## src/rtl/morse_pkg.sv

```systemverilog
// morse_pkg: shared state type, character codes and default sizing
// for the Morse transmit sequencer.
package morse_pkg;

    typedef enum logic [2:0] {
        S_IDLE,
        S_FETCH,
        S_ENCODE,
        S_SEND,
        S_GAP,
        S_FIN
    } morse_state_t;

    localparam logic [7:0] CHAR_NUL = 8'h00;

    localparam int DEF_ADR_W    = 17;
    localparam int DEF_CODE_W   = 24;
    localparam int DEF_ROM_LAT  = 1;
    localparam int DEF_CD_LAT   = 1;
    localparam int DEF_CHAR_GAP = 3;
    localparam int DEF_WORD_GAP = 7;

    function automatic int max3(input int a, input int b, input int c);
        int m;
        m = (a > b) ? a : b;
        return (m > c) ? m : c;
    endfunction

endpackage

```

## src/rtl/morse_len_calc.sv

```systemverilog
// morse_len_calc: key pattern length = CODE_W minus trailing zeros.
// An all-zero pattern (space) yields 0.
module morse_len_calc
    import morse_pkg::*;
#(
    parameter int CODE_W = DEF_CODE_W,
    parameter int LEN_W  = $clog2(CODE_W + 1)
) (
    input  logic [CODE_W-1:0] i_code,
    output logic [LEN_W-1:0]  o_len
);

    // Scan MSB to LSB so the lowest set bit wins.
    always_comb begin
        o_len = '0;
        for (int i = CODE_W - 1; i >= 0; i--) begin
            if (i_code[i]) begin
                o_len = LEN_W'(CODE_W - i);
            end
        end
    end

endmodule

```

## src/rtl/morse_tx_ctrl.sv

```systemverilog
// morse_tx_ctrl: walks the character ROM, fetches key patterns from the
// encoder and plays them on key_out one bit per dot tick, with gaps.
module morse_tx_ctrl
    import morse_pkg::*;
#(
    parameter int ADR_W    = DEF_ADR_W,
    parameter int CODE_W   = DEF_CODE_W,
    parameter int ROM_LAT  = DEF_ROM_LAT,
    parameter int CD_LAT   = DEF_CD_LAT,
    parameter int CHAR_GAP = DEF_CHAR_GAP,
    parameter int WORD_GAP = DEF_WORD_GAP
) (
    input  logic              clk,
    input  logic              rst,
    input  logic              start,
    input  logic              abort,
    input  logic              tick,
    output logic              rom_cs,
    output logic [ADR_W-1:0]  rom_adr,
    input  logic [7:0]        rom_data,
    output logic              cd_en,
    input  logic [CODE_W-1:0] cd_code,
    output logic              key_out,
    output logic              busy,
    output logic              done,
    output logic [ADR_W-1:0]  char_cnt
);

    localparam int LEN_W = $clog2(CODE_W + 1);
    localparam int CNT_W = $clog2(max3(CODE_W, CHAR_GAP, WORD_GAP) + 1);
    localparam int LAT_W = $clog2(max3(ROM_LAT, CD_LAT, 1) + 1);

    morse_state_t      r_state;
    logic [LAT_W-1:0]  r_lat;
    logic [CNT_W-1:0]  r_cnt;
    logic [CODE_W-1:0] r_shreg;
    logic              r_key;
    logic [ADR_W-1:0]  r_adr;
    logic [ADR_W-1:0]  r_chars;

    morse_state_t      w_state_nx;
    logic [LAT_W-1:0]  w_lat_nx;
    logic [CNT_W-1:0]  w_cnt_nx;
    logic [CODE_W-1:0] w_shreg_nx;
    logic              w_key_nx;
    logic [ADR_W-1:0]  w_adr_nx;
    logic [ADR_W-1:0]  w_chars_nx;
    logic              w_rom_cs;
    logic              w_cd_en;
    logic [LEN_W-1:0]  w_len;

    morse_len_calc #(
        .CODE_W (CODE_W),
        .LEN_W  (LEN_W)
    ) u_len (
        .i_code (cd_code),
        .o_len  (w_len)
    );

    always_ff @(posedge clk or negedge rst) begin
        if (!rst) begin
            r_state <= S_IDLE;
            r_lat   <= '0;
            r_cnt   <= '0;
            r_shreg <= '0;
            r_key   <= 1'b0;
            r_adr   <= '0;
            r_chars <= '0;
        end else begin
            r_state <= w_state_nx;
            r_lat   <= w_lat_nx;
            r_cnt   <= w_cnt_nx;
            r_shreg <= w_shreg_nx;
            r_key   <= w_key_nx;
            r_adr   <= w_adr_nx;
            r_chars <= w_chars_nx;
        end
    end

    // A state change always takes a cycle of its own, so a tick that
    // coincides with one is dropped rather than consumed.
    always_comb begin
        w_state_nx = r_state;
        w_lat_nx   = r_lat;
        w_cnt_nx   = r_cnt;
        w_shreg_nx = r_shreg;
        w_key_nx   = r_key;
        w_adr_nx   = r_adr;
        w_chars_nx = r_chars;
        w_rom_cs   = 1'b0;
        w_cd_en    = 1'b0;

        unique case (r_state)
            S_IDLE: begin
                if (start) begin
                    w_state_nx = S_FETCH;
                    w_adr_nx   = '0;
                    w_chars_nx = '0;
                    w_lat_nx   = '0;
                end
            end
            S_FETCH: begin
                if (r_lat == LAT_W'(ROM_LAT)) begin
                    w_lat_nx   = '0;
                    w_state_nx = (rom_data == CHAR_NUL) ? S_FIN : S_ENCODE;
                end else begin
                    w_rom_cs = 1'b1;
                    w_lat_nx = r_lat + 1'b1;
                end
            end
            S_ENCODE: begin
                if (r_lat == LAT_W'(CD_LAT)) begin
                    w_lat_nx   = '0;
                    w_shreg_nx = cd_code;
                    if (w_len == '0) begin
                        w_state_nx = S_GAP;
                        w_cnt_nx   = CNT_W'(WORD_GAP);
                    end else begin
                        w_state_nx = S_SEND;
                        w_cnt_nx   = CNT_W'(w_len);
                    end
                end else begin
                    w_cd_en  = 1'b1;
                    w_lat_nx = r_lat + 1'b1;
                end
            end
            S_SEND: begin
                if (r_cnt == '0) begin
                    w_state_nx = S_GAP;
                    w_cnt_nx   = CNT_W'(CHAR_GAP);
                end else if (tick) begin
                    w_key_nx   = r_shreg[CODE_W-1];
                    w_shreg_nx = {r_shreg[CODE_W-2:0], 1'b0};
                    w_cnt_nx   = r_cnt - 1'b1;
                end
            end
            S_GAP: begin
                if (r_cnt == '0) begin
                    if (!(&r_chars)) begin
                        w_chars_nx = r_chars + 1'b1;
                    end
                    // The last ROM word ends the message instead of wrapping.
                    if (&r_adr) begin
                        w_state_nx = S_FIN;
                    end else begin
                        w_adr_nx   = r_adr + 1'b1;
                        w_state_nx = S_FETCH;
                    end
                end else if (tick) begin
                    w_key_nx = 1'b0;
                    w_cnt_nx = r_cnt - 1'b1;
                end
            end
            S_FIN: begin
                w_key_nx   = 1'b0;
                w_state_nx = S_IDLE;
            end
            default: begin
                w_state_nx = S_IDLE;
            end
        endcase

        if (abort) begin
            w_state_nx = S_IDLE;
            w_key_nx   = 1'b0;
            w_lat_nx   = '0;
            w_cnt_nx   = '0;
        end
    end

    assign rom_cs   = w_rom_cs;
    assign cd_en    = w_cd_en;
    assign rom_adr  = r_adr;
    assign key_out  = r_key;
    assign busy     = (r_state != S_IDLE);
    assign done     = (r_state == S_FIN);
    assign char_cnt = r_chars;

endmodule
```

## config.mk

```make
export PLATFORM = sky130hd
export DESIGN_NAME = morse_tx_ctrl
export DESIGN_NICKNAME = d
export VERILOG_FILES = /design/src/rtl/morse_pkg.sv /design/src/rtl/morse_len_calc.sv /design/src/rtl/morse_tx_ctrl.sv
export SDC_FILE = /design/constraint.sdc
export NUM_CORES = 1
export LEC_CHECK = 0
export CORE_MARGIN = 5
export CORE_UTILIZATION = 55
export DETAILED_ROUTE_END_ITERATION = 12
export GPL_ROUTABILITY_DRIVEN = 0
export PLACE_DENSITY = 0.83
export SYNTH_ARGS = -nofsm -noshare
export SYNTH_HDL_FRONTEND = slang
export SYNTH_HIERARCHICAL = 1
export SYNTH_SLANG_ARGS = --single-unit
```

## constraint.sdc

```tcl
create_clock -name clk -period 5.35 [get_ports clk]
set_clock_uncertainty 0.15 [all_clocks]
set_input_delay 0.535 -clock clk [delete_from_list [all_inputs] [get_ports clk]]
set_output_delay 0.535 -clock clk [all_outputs]
set_load 0.005 [all_outputs]
```

* Word-level counts from Yosys, hierarchy flattened
Index checks and enable logic that the tools add are counted.
** Operators by class
- Add/subtract/negate cells :: 4
- Equal/unequal tests :: 21
- Mux-type cells :: 65
- Reductions and logical operators :: 20
** Operator list (count)
- $mux 17 :: 5
- $mux 5 :: 15
- $mux 24 :: 3
- $pmux 17 s2 :: 2
- $pmux 24 s2 :: 1
- $mux 3 :: 13
- $add 17x1->17 const B :: 2
- $reduce_and 17->1 :: 2
- $mux 4 :: 8
- $ne 3x3->1 const B :: 9
- $pmux 3 s5 :: 1
- $pmux 5 s3 :: 1
- $ne 2x2->1 const B :: 7
- $mux 1 :: 12
- $reduce_and 4->1 :: 3
- $logic_not 5->1 :: 2
- $reduce_and 5->1 :: 2
- $logic_not 8->1 :: 1
- $reduce_bool 4->1 :: 2
- $eq 3x2->1 const B :: 2
- $eq 3x3->1 const B :: 2
- $reduce_bool 3->1 :: 2
- $sub 5x1->5 const B :: 1
- $mux 2 :: 2
- other kinds (9) :: 10
** Word-level totals
- Flip-flop bits (word level) :: 68
- Input bits :: 37
- Output and inout port bits :: 39

* Logic depth before layout (Yosys ltp)
- Word-level depth :: 29
- Mapped depth :: 11
- Gate-level depth less buffers :: 9

* Cells and area by module
Netlist, hierarchy kept.
** Modules (own cells, without submodules)
- morse_tx_ctrl :: instances 1, cells each 456, area an instance 4001.3 um^2
- morse_len_calc :: instances 1, cells each 47, area an instance 277.8 um^2

* Worst setup path before layout
Ideal clock, no wire load.
- Kind :: reg2reg
- Start :: register r_chars[2], in the netlist char_cnt[2]
- End :: register r_chars[11], in the netlist char_cnt[11]
- Library setup time :: 78 ps
- Data arrival time :: 2408 ps
- Data required time :: 5122 ps
- Setup slack :: 2714 ps
- Cell stages (with the launch flop) :: 11
- Clock period less this slack :: 2636 ps
- Path through :: dfrtp_1 > and4_1 > clkbuf_1 > nand2_1 > clkbuf_1 > nor4_1 > ha_1 > o31a_1 > buf_6 > or4_1 > a21oi_1
** On the way
- Cells in the longest elaborated chain, start to end :: 4
** RTL lines
- from (decl) :: RTL line morse_tx_ctrl.sv:39 : logic [ADR_W-1:0] r_chars;
- from (signal assigned) :: RTL line morse_tx_ctrl.sv:76 : r_chars <= w_chars_nx;
- $add 17x1->17 :: RTL line morse_tx_ctrl.sv:140 : w_chars_nx = r_chars + 1'b1;
- $mux 17 :: RTL line morse_tx_ctrl.sv:139 : if (!(&r_chars)) begin
- $mux 17 :: RTL line morse_tx_ctrl.sv:138 : if (r_cnt == '0) begin
- $pmux 17 s2 :: RTL line morse_tx_ctrl.sv:93 : unique case (r_state)
Several ways; a longest one is shown, not always the timed one. The select of a mux whose other input is x is not followed.
A chain may end at the register's enable or synchronous reset.

* Worst setup path after layout
- Start :: register r_state[1]
- End :: register r_chars[13], in the netlist char_cnt[13]
** On the way
- Cells in the longest elaborated chain, start to end :: 3
** RTL lines
- from (decl) :: RTL line morse_tx_ctrl.sv:33 : morse_state_t r_state;
- from (signal assigned) :: RTL line morse_tx_ctrl.sv:70 : r_state <= w_state_nx;
- $eq 3x3->1 / $logic_not 3->1 (equally long branches) :: RTL line morse_tx_ctrl.sv:93
- $ne 2x2->1 (no line) / $reduce_bool 2->1 (equally long branches)
- $reduce_and 4->1 (no line)
Several ways; a longest one is shown, not always the timed one.

==> impl_metrics.yaml <==
run_status:
  outcome: "finished clean"
yosys:
  async_flop_share_pct: 100.0
  netlist_area_um2: 4279
  netlist_top_cells_count: "104 x nand2_1, 68 x dfrtp_1, 38 x a21oi_1"
  synthTopCellsByArea: "dfrtp_1 40%, nand2_1 9.1%, mux2_2 6.1%"
  ys_seq_area_share_pct: 39.77
  synthesis.nets: 545
  synthCells: 503
  ys_ff_latch: 68
  yosys_warnings: 6
  synth_top_area_share_pct: 39.77
  yosys.area.top_type: "dfrtp_1"
  synth_most_common_cell: "nand2_1"
  synth_edf_count: 0
  yosysUniqueCellTypes: 56
  syn_area_per_cell_um2: 8.507
  synthFlopType: "dfrtp_1"
critical_path:
  cp.arrival_ps: 3190
  cp-end-kind: "flip-flop"
  worst-r2r-setup-slack_ps: 2240
  slowest_delay_ps: 950
  crit_chain: "or4b_2 -> o31a_1 -> or4b_1 -> mux2i_1"
  crit_required_ps: 5430
  crit_slowest_cell: "or4b_2"
  path_max_fanout: 32
  critPathKind: "reg -> reg"
  startpoint_type: "flip-flop"
  r2r_cells: 4
cts:
  cts_inserted_buffers: 9
  cts.hold.buffers_added: 0
  clockBufferDepth: 2
  cts_root_buf: "clkbuf_8"
  clk_pin_slew_ps: 70
  tritoncts: "done"
  cts.sink_count: 68
  htree_num_levels: 3
  cts-resized-gates: 0
  clk_latency_ps: 340
  post-cts-setup-buffers: 0
sta:
  tightest_slew_ps: 1046
  final.setup.tns_ps: 0
  period_needed_ps: 3110
  post-route-period-util_pct: 58.14
  fmax_mhz: 321.5
  rsz0062_at_grt: "false"
  maxSlewHeadroom_pct: 30.11
  drv_slew: 0
  final_hold_viol_count: 0
  setup_viol: 0
final_layout:
  finish.utilization_pct: 68.23
  area_delta_synth_final_pct: 21.93
  drive_above_1_share_pct: 9.735
  n_antenna_cell: 0
  nFillCells: 633
  multi_input_area_um2: 2417
  nets: 603
  seqCellArea_um2: 1702
global_routing:
  globalRouteOverflowTotal: 0
  grt_pass1_vias: 4013
  grt.total_usage_pct: 22.50
  antenna_found_initial: 0
  grt_max_degree: 69
  grt_pass1_wl_um: 18240
routing:
  wl_met2_um: 5394
  wire_per_inst_um: 15.96
  first_iter_violations: 222
  drcViolationCount: 0
  final_antenna_net_count: 0
  drt_wl_total_um: 10640
  viasPerCell: 6.100
  wl_met3_um: 613
  top_layer: "met4"
  drt_pass1_iterations: 5
  vias: 4069
  wl_met1_um: 4497
floorplan:
  die_h_um: 98.21
  rows: 32
  ios: 76
  dieArea_um2: 9644
  die_w_um: 98.21
  start_util_pct: 55.96
  coreArea_um2: 7647
flow_run:
  cap_violations: 0
placed_design:
  portBuffers: 75
  dpl.hpwl_um: 7638
pwr:
  peakVddDrop_mv: 0.1875
  power.leakage_nw: 2.137
  powerDensity_nw_per_um2: 326.6
  power_mw: 1.704
hold_path:
  hp-class: "in -> async"
==> layout by cell type, fill, tap and decap left out, drive strengths merged, types with 15 or more instances in the layout <==
cell type	count
o31ai	15
nand3	15
nand2	104
dfrtp	68
nor2	27
a21oi	38
o21ai	16
clkdlybuf4s50	74
mux2	23
==> state kept, by name, indices dropped and copies added, names as in the netlist <==
| signal | count |
|---|---|
| char_cnt | 17 |
| key_out | 1 |
| r_cnt | 5 |
| r_lat | 1 |
| r_shreg | 24 |
| r_state | 3 |
| rom_adr | 17 |
==> worst max-delay path, delay by kind of cell, from the launching register on <==
kind	cells	cell delay [ps]
simple gates	2	1600
flops	1	640
compound gates	1	470
mux	1	130
==> cell families after synthesis <==
logic type      synth area share, %
flops                         39.77
fa+ha+maj                     1.462
mux                           7.924
buf+inv                       3.976
compound gates                17.28
simple gates                  29.59
==> worst paths after layout <==
| path | from | endpoint |
|---|---|---|
| worst max register to register | r_state[1]$_DFFE_PN0P_ | char_cnt[13]$_DFFE_PN0P_ |
| worst min register to register | r_shreg[18]$_DFFE_PN0P_ | r_shreg[18]$_DFFE_PN0P_ |
| worst min-delay path | rst | char_cnt[3]$_DFFE_PN0P_ |
| worst max-delay path | r_state[1]$_DFFE_PN0P_ | char_cnt[13]$_DFFE_PN0P_ |
| min in group clk | r_shreg[18]$_DFFE_PN0P_ | r_shreg[18]$_DFFE_PN0P_ |
| max in group asynchronous | rst | r_shreg[16]$_DFFE_PN0P_ |
==> power breakdown <==
group,total (mW),switching [mW],internal [mW]
registers,0.723,0.105,0.618
clock network,0.362,0.199,0.163
logic,0.620,0.345,0.275
==> through the flow <==
stage	instance area, um^2	setup WS (ps)	hold WS (ps)	instances
after detailed placement	5060	1956	349.6	652
after CTS	5218	2274	253.3	667
final	5218	2240	229.5	667
after floorplan	4279	2714	89.41	503
after global routing	5218	2027	320.4	667
after global placement	5060	2015	337.8	652
==> area by class of cell <==
type / instances / area share, %
clock inverter: 5 / 0.5755
multi-input combinational: 392 / 46.33
tap: 102 / 2.446
inverter: 12 / 0.8633
clock buffer: 10 / 2.446
timing repair buffer: 78 / 14.72
sequential: 68 / 32.61
==> routing by layer <==
metal  global-route usage (%)  up-vias
met3                    4.786       13
met5                        0        -
met2                    40.26      130
met1                    27.32     1956
li1                         -     1970
met4                    6.408        0
No activity file was read; power rests on OpenSTA's default activity.
